File: src/rtl/mc_ctrl_if.sv
// Control/datapath boundary for the multi-cycle MIPS core.
// The master side (mc_ctrl) reads the decoded IR fields and the zero flag, and drives every enable and mux select.
// The slave side (datapath) is the mirror image of the master side.
interface mc_ctrl_if #(
   parameter int CNT_W = 32
);
   logic [5:0]       opcode;
   logic [5:0]       funct;
   logic             zero;
   logic             ir_we;
   logic             pc_we;
   logic [1:0]       npc_sel;
   logic             grf_we;
   logic [1:0]       a3_sel;
   logic [1:0]       wd_sel;
   logic             alu_src;
   logic [1:0]       ext_op;
   logic [2:0]       alu_op;
   logic             dm_we;
   logic [2:0]       state;
   logic [CNT_W-1:0] instr_cnt;

   modport master (
      input  opcode, funct, zero,
      output ir_we, pc_we, npc_sel, grf_we, a3_sel, wd_sel,
             alu_src, ext_op, alu_op, dm_we, state, instr_cnt
   );

   modport slave (
      output opcode, funct, zero,
      input  ir_we, pc_we, npc_sel, grf_we, a3_sel, wd_sel,
             alu_src, ext_op, alu_op, dm_we, state, instr_cnt
   );
endinterface

File: src/rtl/mc_ctrl.sv
// Multi-cycle control FSM: sequences fetch/decode/exec/mem/wb and drives datapath enables and selects.
// Latency: outputs are a combinational function of the registered state; 2-5 states per instruction, plus IM_WAIT cycles.
// No backpressure: the only stall is the fixed IM_WAIT fetch delay, and reset forces every write enable low.
module mc_ctrl #(
   parameter int IM_WAIT = 0,
   parameter int CNT_W   = 32
) (
   input logic       clk,
   input logic       reset,
   mc_ctrl_if.master bus
);

   typedef enum logic [2:0] {
      FETCH  = 3'd0,
      DECODE = 3'd1,
      EXEC   = 3'd2,
      MEM    = 3'd3,
      WB     = 3'd4
   } state_t;

   localparam logic [5:0] OP_RTYPE = 6'h00;
   localparam logic [5:0] OP_ORI   = 6'h0D;
   localparam logic [5:0] OP_LUI   = 6'h0F;
   localparam logic [5:0] OP_LW    = 6'h23;
   localparam logic [5:0] OP_SW    = 6'h2B;
   localparam logic [5:0] OP_BEQ   = 6'h04;
   localparam logic [5:0] OP_J     = 6'h02;
   localparam logic [5:0] OP_JAL   = 6'h03;
   localparam logic [5:0] FN_ADDU  = 6'h21;
   localparam logic [5:0] FN_SUBU  = 6'h23;
   localparam logic [5:0] FN_JR    = 6'h08;

   localparam logic [3:0] WAIT_LAST = 4'(IM_WAIT);

   state_t           state_q;
   logic [3:0]       wait_q;
   logic [CNT_W-1:0] cnt_q;

   logic is_r, is_sub, is_jr, is_ori, is_lui, is_lw, is_sw, is_beq, is_j, is_jal, known;
   logic ir_we_raw, pc_we_raw, grf_we_raw, dm_we_raw;
   logic fetch_done;

   // Instruction class from the latched IR fields.
   always_comb begin
      is_r   = (bus.opcode == OP_RTYPE) && ((bus.funct == FN_ADDU) || (bus.funct == FN_SUBU));
      is_sub = (bus.funct == FN_SUBU);
      is_jr  = (bus.opcode == OP_RTYPE) && (bus.funct == FN_JR);
      is_ori = (bus.opcode == OP_ORI);
      is_lui = (bus.opcode == OP_LUI);
      is_lw  = (bus.opcode == OP_LW);
      is_sw  = (bus.opcode == OP_SW);
      is_beq = (bus.opcode == OP_BEQ);
      is_j   = (bus.opcode == OP_J);
      is_jal = (bus.opcode == OP_JAL);
      known  = is_r | is_jr | is_ori | is_lui | is_lw | is_sw | is_beq | is_j | is_jal;
   end

   assign fetch_done = (wait_q == WAIT_LAST);

   // Datapath controls per state; enables are collected raw and gated by reset below.
   always_comb begin
      ir_we_raw   = 1'b0;
      pc_we_raw   = 1'b0;
      grf_we_raw  = 1'b0;
      dm_we_raw   = 1'b0;
      bus.npc_sel = 2'b00;
      bus.a3_sel  = 2'b00;
      bus.wd_sel  = 2'b00;
      bus.alu_src = 1'b0;
      bus.ext_op  = 2'b00;
      bus.alu_op  = 3'b000;
      case (state_q)
         FETCH: begin
            ir_we_raw = fetch_done;
         end
         DECODE: begin
            if (is_j) begin
               pc_we_raw   = 1'b1;
               bus.npc_sel = 2'b10;
            end else if (is_jal) begin
               pc_we_raw   = 1'b1;
               bus.npc_sel = 2'b10;
               grf_we_raw  = 1'b1;
               bus.a3_sel  = 2'b10;
               bus.wd_sel  = 2'b10;
            end else if (is_jr) begin
               pc_we_raw   = 1'b1;
               bus.npc_sel = 2'b11;
            end else if (!known) begin
               // Unsupported encodings retire as a NOP straight from decode.
               pc_we_raw   = 1'b1;
               bus.npc_sel = 2'b00;
            end
         end
         EXEC: begin
            if (is_r) begin
               bus.alu_src = 1'b0;
               bus.alu_op  = is_sub ? 3'b001 : 3'b000;
            end else if (is_ori) begin
               bus.ext_op  = 2'b00;
               bus.alu_src = 1'b1;
               bus.alu_op  = 3'b010;
            end else if (is_lui) begin
               // imm<<16 OR'd with $0 yields the upper-immediate value.
               bus.ext_op  = 2'b10;
               bus.alu_src = 1'b1;
               bus.alu_op  = 3'b010;
            end else if (is_lw || is_sw) begin
               bus.ext_op  = 2'b01;
               bus.alu_src = 1'b1;
               bus.alu_op  = 3'b000;
            end else if (is_beq) begin
               bus.alu_op  = 3'b001;
               pc_we_raw   = 1'b1;
               bus.npc_sel = bus.zero ? 2'b01 : 2'b00;
            end
         end
         MEM: begin
            if (is_sw) begin
               dm_we_raw   = 1'b1;
               pc_we_raw   = 1'b1;
               bus.npc_sel = 2'b00;
            end
         end
         WB: begin
            grf_we_raw  = 1'b1;
            pc_we_raw   = 1'b1;
            bus.npc_sel = 2'b00;
            bus.a3_sel  = is_r ? 2'b01 : 2'b00;
            bus.wd_sel  = is_lw ? 2'b01 : 2'b00;
         end
         default: begin
         end
      endcase
   end

   // A reset cycle must never commit architectural state.
   assign bus.ir_we     = ir_we_raw & ~reset;
   assign bus.pc_we     = pc_we_raw & ~reset;
   assign bus.grf_we    = grf_we_raw & ~reset;
   assign bus.dm_we     = dm_we_raw & ~reset;
   assign bus.state     = state_q;
   assign bus.instr_cnt = cnt_q;

   // State sequencing, fetch wait counter and retired-instruction counter.
   always_ff @(posedge clk) begin
      if (reset) begin
         state_q <= FETCH;
         wait_q  <= 4'd0;
         cnt_q   <= '0;
      end else begin
         if (pc_we_raw) begin
            cnt_q <= cnt_q + CNT_W'(1);
         end
         case (state_q)
            FETCH: begin
               if (fetch_done) begin
                  state_q <= DECODE;
                  wait_q  <= 4'd0;
               end else begin
                  wait_q  <= wait_q + 4'd1;
               end
            end
            DECODE: begin
               if (is_j || is_jal || is_jr || !known) state_q <= FETCH;
               else                                   state_q <= EXEC;
            end
            EXEC: begin
               if (is_beq)              state_q <= FETCH;
               else if (is_lw || is_sw) state_q <= MEM;
               else                     state_q <= WB;
            end
            MEM: begin
               if (is_sw) state_q <= FETCH;
               else       state_q <= WB;
            end
            WB: begin
               state_q <= FETCH;
            end
            default: begin
               state_q <= FETCH;
            end
         endcase
      end
   end

endmodule

File: src/flat_wrapper.sv
// flat-port wrapper written by rule: the top's interface ports become plain ports
module mc_ctrl_flat 
#(
   parameter int IM_WAIT = 0,
   parameter int CNT_W   = 32
)
  (clk, reset, bus_opcode, bus_funct, bus_zero, bus_ir_we, bus_pc_we, bus_npc_sel, bus_grf_we, bus_a3_sel, bus_wd_sel, bus_alu_src, bus_ext_op, bus_alu_op, bus_dm_we, bus_state, bus_instr_cnt);
  mc_ctrl_if #(.CNT_W(CNT_W)) bus_i ();
  input logic clk;
  input logic reset;
  input wire logic [$bits(bus_i.opcode)-1:0] bus_opcode;
  input wire logic [$bits(bus_i.funct)-1:0] bus_funct;
  input wire logic [$bits(bus_i.zero)-1:0] bus_zero;
  output wire logic [$bits(bus_i.ir_we)-1:0] bus_ir_we;
  output wire logic [$bits(bus_i.pc_we)-1:0] bus_pc_we;
  output wire logic [$bits(bus_i.npc_sel)-1:0] bus_npc_sel;
  output wire logic [$bits(bus_i.grf_we)-1:0] bus_grf_we;
  output wire logic [$bits(bus_i.a3_sel)-1:0] bus_a3_sel;
  output wire logic [$bits(bus_i.wd_sel)-1:0] bus_wd_sel;
  output wire logic [$bits(bus_i.alu_src)-1:0] bus_alu_src;
  output wire logic [$bits(bus_i.ext_op)-1:0] bus_ext_op;
  output wire logic [$bits(bus_i.alu_op)-1:0] bus_alu_op;
  output wire logic [$bits(bus_i.dm_we)-1:0] bus_dm_we;
  output wire logic [$bits(bus_i.state)-1:0] bus_state;
  output wire logic [$bits(bus_i.instr_cnt)-1:0] bus_instr_cnt;
  assign bus_i.opcode = bus_opcode;
  assign bus_i.funct = bus_funct;
  assign bus_i.zero = bus_zero;
  assign bus_ir_we = bus_i.ir_we;
  assign bus_pc_we = bus_i.pc_we;
  assign bus_npc_sel = bus_i.npc_sel;
  assign bus_grf_we = bus_i.grf_we;
  assign bus_a3_sel = bus_i.a3_sel;
  assign bus_wd_sel = bus_i.wd_sel;
  assign bus_alu_src = bus_i.alu_src;
  assign bus_ext_op = bus_i.ext_op;
  assign bus_alu_op = bus_i.alu_op;
  assign bus_dm_we = bus_i.dm_we;
  assign bus_state = bus_i.state;
  assign bus_instr_cnt = bus_i.instr_cnt;
  mc_ctrl #(.IM_WAIT(IM_WAIT), .CNT_W(CNT_W)) u_core (.clk(clk), .reset(reset), .bus(bus_i));
endmodule
File: config.mk
export PLATFORM = sky130hd
export DESIGN_NAME = mc_ctrl_flat
export DESIGN_NICKNAME = d
export VERILOG_FILES = /design/src/rtl/mc_ctrl_if.sv /design/src/rtl/mc_ctrl.sv /design/src/flat_wrapper.sv
export SDC_FILE = /design/constraint.sdc
export NUM_CORES = 1
export LEC_CHECK = 0
export ABC_AREA = 1
export BUFFER_PORTS_ARGS = -buffer_cell sky130_fd_sc_hd__buf_2
export CAP_MARGIN = 20
export CORE_ASPECT_RATIO = 1.4
export CORE_MARGIN = 2
export CORE_UTILIZATION = 49
export DETAILED_ROUTE_END_ITERATION = 10
export GPL_TIMING_DRIVEN = 0
export PLACE_DENSITY = 0.85
export SYNTH_ARGS = -nofsm -noshare
export SYNTH_HDL_FRONTEND = slang
export SYNTH_SLANG_ARGS = --single-unit
File: constraint.sdc
create_clock -name clk -period 1.7 [get_ports clk]
set_clock_uncertainty 0.05 [all_clocks]
set_input_delay 0.085 -clock clk [delete_from_list [all_inputs] [get_ports clk]]
set_output_delay 0.085 -clock clk [all_outputs]
set_load 0.02 [all_outputs]
After elaboration in Yosys (flattened, before gate mapping)
Cells that the tools add are included.
- add/subtract/negate cells: 2
- equal/unequal tests: 15
- multiplexer cells: 56
- bitwise gates (word level): 13
- reductions and logical operators: 11
- operators by type and width (kind ; number):
    $add A32 B1 Y32 const B ; 1
    $mux W2 ; 15
    $mux W3 ; 9
    $mux W1 ; 25
    $eq A6 B6 Y1 const B ; 4
    $eq A6 B4 Y1 const B ; 3
    $eq A6 B2 Y1 const B ; 2
    $pmux W2 S2 ; 3
    $pmux W3 S4 ; 1
    $or A1 B1 Y1 ; 8
    $eq A3 B2 Y1 const B ; 2
    $eq A6 B3 Y1 const B ; 1
    $logic_not A6 Y1 ; 1
    $logic_or A1 B1 Y1 ; 5
    $add A4 B1 Y4 const B ; 1
    $and A1 B1 Y1 ; 4
    $logic_not A4 Y1 ; 1
    $mux W4 ; 1
    $pmux W1 S4 ; 1
    $eq A3 B1 Y1 const B ; 1
    $eq A3 B3 Y1 const B ; 1
    $logic_not A3 Y1 ; 1
    $logic_and A1 B1 Y1 ; 2
    $ne A2 B1 Y1 const B ; 1
    other kinds (3) ; 3
- register bits after elaboration: 39
- output and inout port bits: 51
- logic and storage cells: 100

Logic depth before layout (Yosys ltp)
- depth after elaboration: 17
- mapped depth: 10

Least setup slack after synthesis
No wires, ideal clock.
- kind: register -> register
- from: register u_core.cnt_q[0], in the netlist u_core.bus.instr_cnt[0]
- to: register u_core.cnt_q[26], in the netlist u_core.bus.instr_cnt[26]
- setup time: 0.132 ns
- data arrival time: 1.565 ns
- data required time: 1.518 ns
- setup slack: -0.047 ns
- cell stages (with the launch flop): 11
- cells stage by stage: dfxtp_1 -> ha_1 -> nand3_2 -> inv_1 -> nand2_1 -> nor2_1 -> nand2_1 -> nand2_1 -> nand2_1 -> nand2_1 -> a21oi_1
- word-level cells in the longest chain between the ends: 1
- RTL lines (element ; line ; source):
    start, declared ; mc_ctrl.sv:37 ; logic [CNT_W-1:0] cnt_q;
    start signal, assigned ; mc_ctrl.sv:153 ; cnt_q <= cnt_q + CNT_W'(1);
    $add A32 B1 Y32 ; mc_ctrl.sv:153 ;
Every way passes these cells.
A chain may end at the register's enable or synchronous reset.

Final worst setup path
- from: register u_core.state_q[0], in the netlist u_core.bus.state[0]
- to: output bus_pc_we
- word-level cells in the longest chain between the ends: 3
- RTL lines (element ; line ; source):
    start, declared ; mc_ctrl.sv:35 ; state_t state_q;
    start signal, assigned ; mc_ctrl.sv:148 ; state_q <= FETCH;
    start signal, assigned ; mc_ctrl.sv:158 ; state_q <= DECODE;
    start signal, assigned ; mc_ctrl.sv:165 ; if (is_j || is_jal || is_jr || !known) state_q <= FETCH;
    $eq A3 B3 Y1 (tied with other cells) ; mc_ctrl.sv:72 ; case (state_q)
    $pmux W1 S4 * ; mc_ctrl.sv:72 ;
    $and A1 B1 Y1 * ; mc_ctrl.sv:139 ; assign bus.pc_we = pc_we_raw & ~reset;
    end, declared ; flat_wrapper.sv:15 ; output wire logic [$bits(bus_i.pc_we)-1:0] bus_pc_we;
Mark *: on every way between the ends. The rest lies on a longest branch, timed or not.

==> run summary <==
Adder-Cell Fraction of Synth Area = 0.0138
Setup TNS = 0 ns
Worst Setup Start Kind = register
Post-Synth Simple-Gate Area = 0.478
Ports = 66
Max-cap viol count = 0
Port Buf Inserts = 64
Root buf cell = clkbuf_8
Least-Margin Pin Slew = 0.570 ns
Sink Count = 39
Post-route minimum period = 1.68 ns
First-pass GRT wire length = 13,000 µm
Initial Utilization = 0.500
Grt ovf = 0
Die extent in y = 92.2 µm
Share of layout cells above drive strength 1 = 0.271
Num rows = 32
Post-synth net total = 461
Dpl hpwl = 5900 µm
Initial antenna violation count = 0
Worst skew pair latency = 0.29 ns
ANT cells = 0
FMAX = 595 MHz
Worst Hold Class = input port to register
Hold Path Depth = 4
Post-synthesis compound-gate area fraction = 0.0863
H-Tree Depth = 2
Largest net degree at the start of global routing = 14
CTS tree = yes
Dpl cell area = 3140 µm²
Critical path type = register to output port
Largest family of logic cells by synthesized area = simple AND/OR/NAND/NOR gates
Worst EP arrival = 1.54 ns
Worst r2r src = u_core.bus.state[0]
Number of DRC markers in iteration 0 = 206
Fillcell total = 512
Path depth of the worst reg2reg path = 8
Worst EP required = 1.56 ns
Final setup fails = 0
RSZ-0062 raised after global routing = yes
Mapped Cells = 443
Drt total wl = 8270 µm
GP Congestion = 0.935
Placeable Area = 5450 µm²
Post-route clock period utilization = 0.988
Area Growth Syn to Fin = 29.6%
Reg2reg setup slack = 0.11 ns
Die width = 67.0 µm
DIE AREA = 6180 µm²
Final Util = 0.648
Max Buffers Root-to-Sink = 2
Yosys warns = 0
Pre-CTS setup slack = -0.132 ns
Layout net count = 545
Final Hold Viols = 0
Peak VDD IR = 0.723 mV
Post-synthesis sequential area ratio = 0.287
Syn Area/Cell = 6.15 µm²
Post-route DRC = 0
Outcome = finished, final reports clean
Synth cell types = 28
Via density = 5.41
Post-route setup slack = 0.0201 ns
Multiplexer share of the synthesized area = 0
Post-synthesis xor/xnor area fraction = 0.0514
Number of CTS-inserted buffers = 5
Critical path startpoint = u_core.bus.state[0]
Power, Total = 3.01 mW
Mapped cell area = 2730 µm²
Synthesized flop and latch total = 39
Cell area after layout = 3530 µm²
Slew Limit Fails = 0
Setup crit end kind = output port
Max FO, Critical Path = 5
Rel. slew slack = 0.620
Clk pin slew, worst setup/hold paths = 0.08 ns
Static leakage = 1.45 nW
Remaining antenna violation count = 0
DR WL/cell = 13.9 µm
Worst Hold Launch = reset
Pwr/cell area = 854 nW/µm²
Vias in the first global route = 3,056
TritonRoute pass-1 iters = 5
GRT Total Usage = 0.266
Vias post-DR = 3,224
-- cells by family after synthesis --
| family | after synthesis |
|---|---|
| xor+xnor | 16 |
| fa+ha+maj | 3 |
| flops | 39 |
| buf+inv | 45 |
| compound gates | 47 |
| simple gates | 292 |
| other cells | 1 |
-- sequential cells by signal, indices dropped and copies added, names as in the netlist --
name / count
u_core.bus.state: 3
u_core.bus.instr_cnt: 32
u_core.wait_q: 4
-- layout by cell type (no fill, tap or decap), types with 4 or more instances in the layout --
cell / n
inv_1: 26
nand2_2: 6
nor2_2: 11
dfxtp_2: 6
clkbuf_8: 5
dfxtp_1: 30
nand3b_1: 14
nand2_1: 141
buf_2: 63
buf_4: 16
a21oi_1: 42
nor3_1: 6
xnor2_1: 4
clkbuf_1: 4
buf_6: 8
xor2_1: 12
nor2_1: 53
nor2_4: 8
nand3_1: 42
-- layout make-up --
class | instances | area [µm²] | area share
timing repair buffer | 77 | 442 | 0.125
clock buffer | 5 | 68.8 | 0.0195
multi-input combinational | 359 | 1830 | 0.519
clock inverter | 3 | 67.6 | 0.0191
inverter | 30 | 115 | 0.0326
buffer | 15 | 119 | 0.0337
tap | 68 | 85.1 | 0.0241
sequential | 39 | 800 | 0.226
-- per-layer routing --
| metal | share of wire | GRT usage | up-vias |
|---|---|---|---|
| met2 | 0.53 | 0.491 | 134 |
| met5 | 0 | 0 | - |
| met4 | 0.039 | 0.126 | 0 |
| met3 | 0.059 | 0.0479 | 34 |
| met1 | 0.37 | 0.277 | 1465 |
| li1 | - | - | 1591 |
-- report_power, final --
group,switching (mW),internal [mW]
logic,0.617,0.422
clock network,0.351,0.586
registers,0.0705,0.970
total,1.04,1.98
-- final timing paths --
check / to
setup / recovery: bus_pc_we
hold / removal: u_core.wait_q[1]
setup reg to reg: u_core.bus.instr_cnt[8]
hold reg to reg: u_core.wait_q[1]
-- worst max-delay path: stages, from the launching register on --
cell and delay, ns:
dfxtp_4 0.40, inv_4 0.06, nor3_4 0.25, nand4_4 0.12, buf_6 0.15, a21oi_2 0.11
buf_4 0.15
-- metrics by stage --
stage	instances	hold slack [ns]
after global placement	575	0.343
after global routing	596	0.0719
final	596	0.0468
after detailed placement	575	0.356
after floorplan	443	0.209
after CTS	586	0.0426
-- synth_stat cells --
master	n	share of area
nand3_2	2	0.0073
nand3_1	43	0.079
o21ai_0	4	0.0073
buf_4	2	0.0055
inv_2	1	0.0014
dfxtp_1	39	0.29
a21oi_1	43	0.079
ha_1	3	0.014
nor2_4	3	0.012
nor3_1	6	0.011
nand2_1	146	0.20
nor2_1	65	0.090
nor3_2	1	0.0037
buf_2	3	0.0055
inv_1	29	0.040
nand2_2	2	0.0046
nand4_1	2	0.0046
nand2_4	1	0.0041
nor3b_1	1	0.0028
nand3b_1	14	0.039
xor2_1	12	0.039
buf_6	6	0.025
nor4_1	1	0.0023
nand4_4	1	0.0078
clkbuf_1	4	0.0055
xnor2_1	4	0.013
nor2_2	4	0.0092
conb_1	1	0.0014
-- what timing repair did --
item / 4_1_cts / 5_1_grt
pin swaps: 4 / 7
endpoints found under the setup margin: 9 / 25
endpoints found under the hold margin: 0 / 0
hold buffers: 0 / 0
buffers inserted: 3 / 10
gates resized for setup: 20 / 31
No activity file was read; power rests on OpenSTA's default activity.
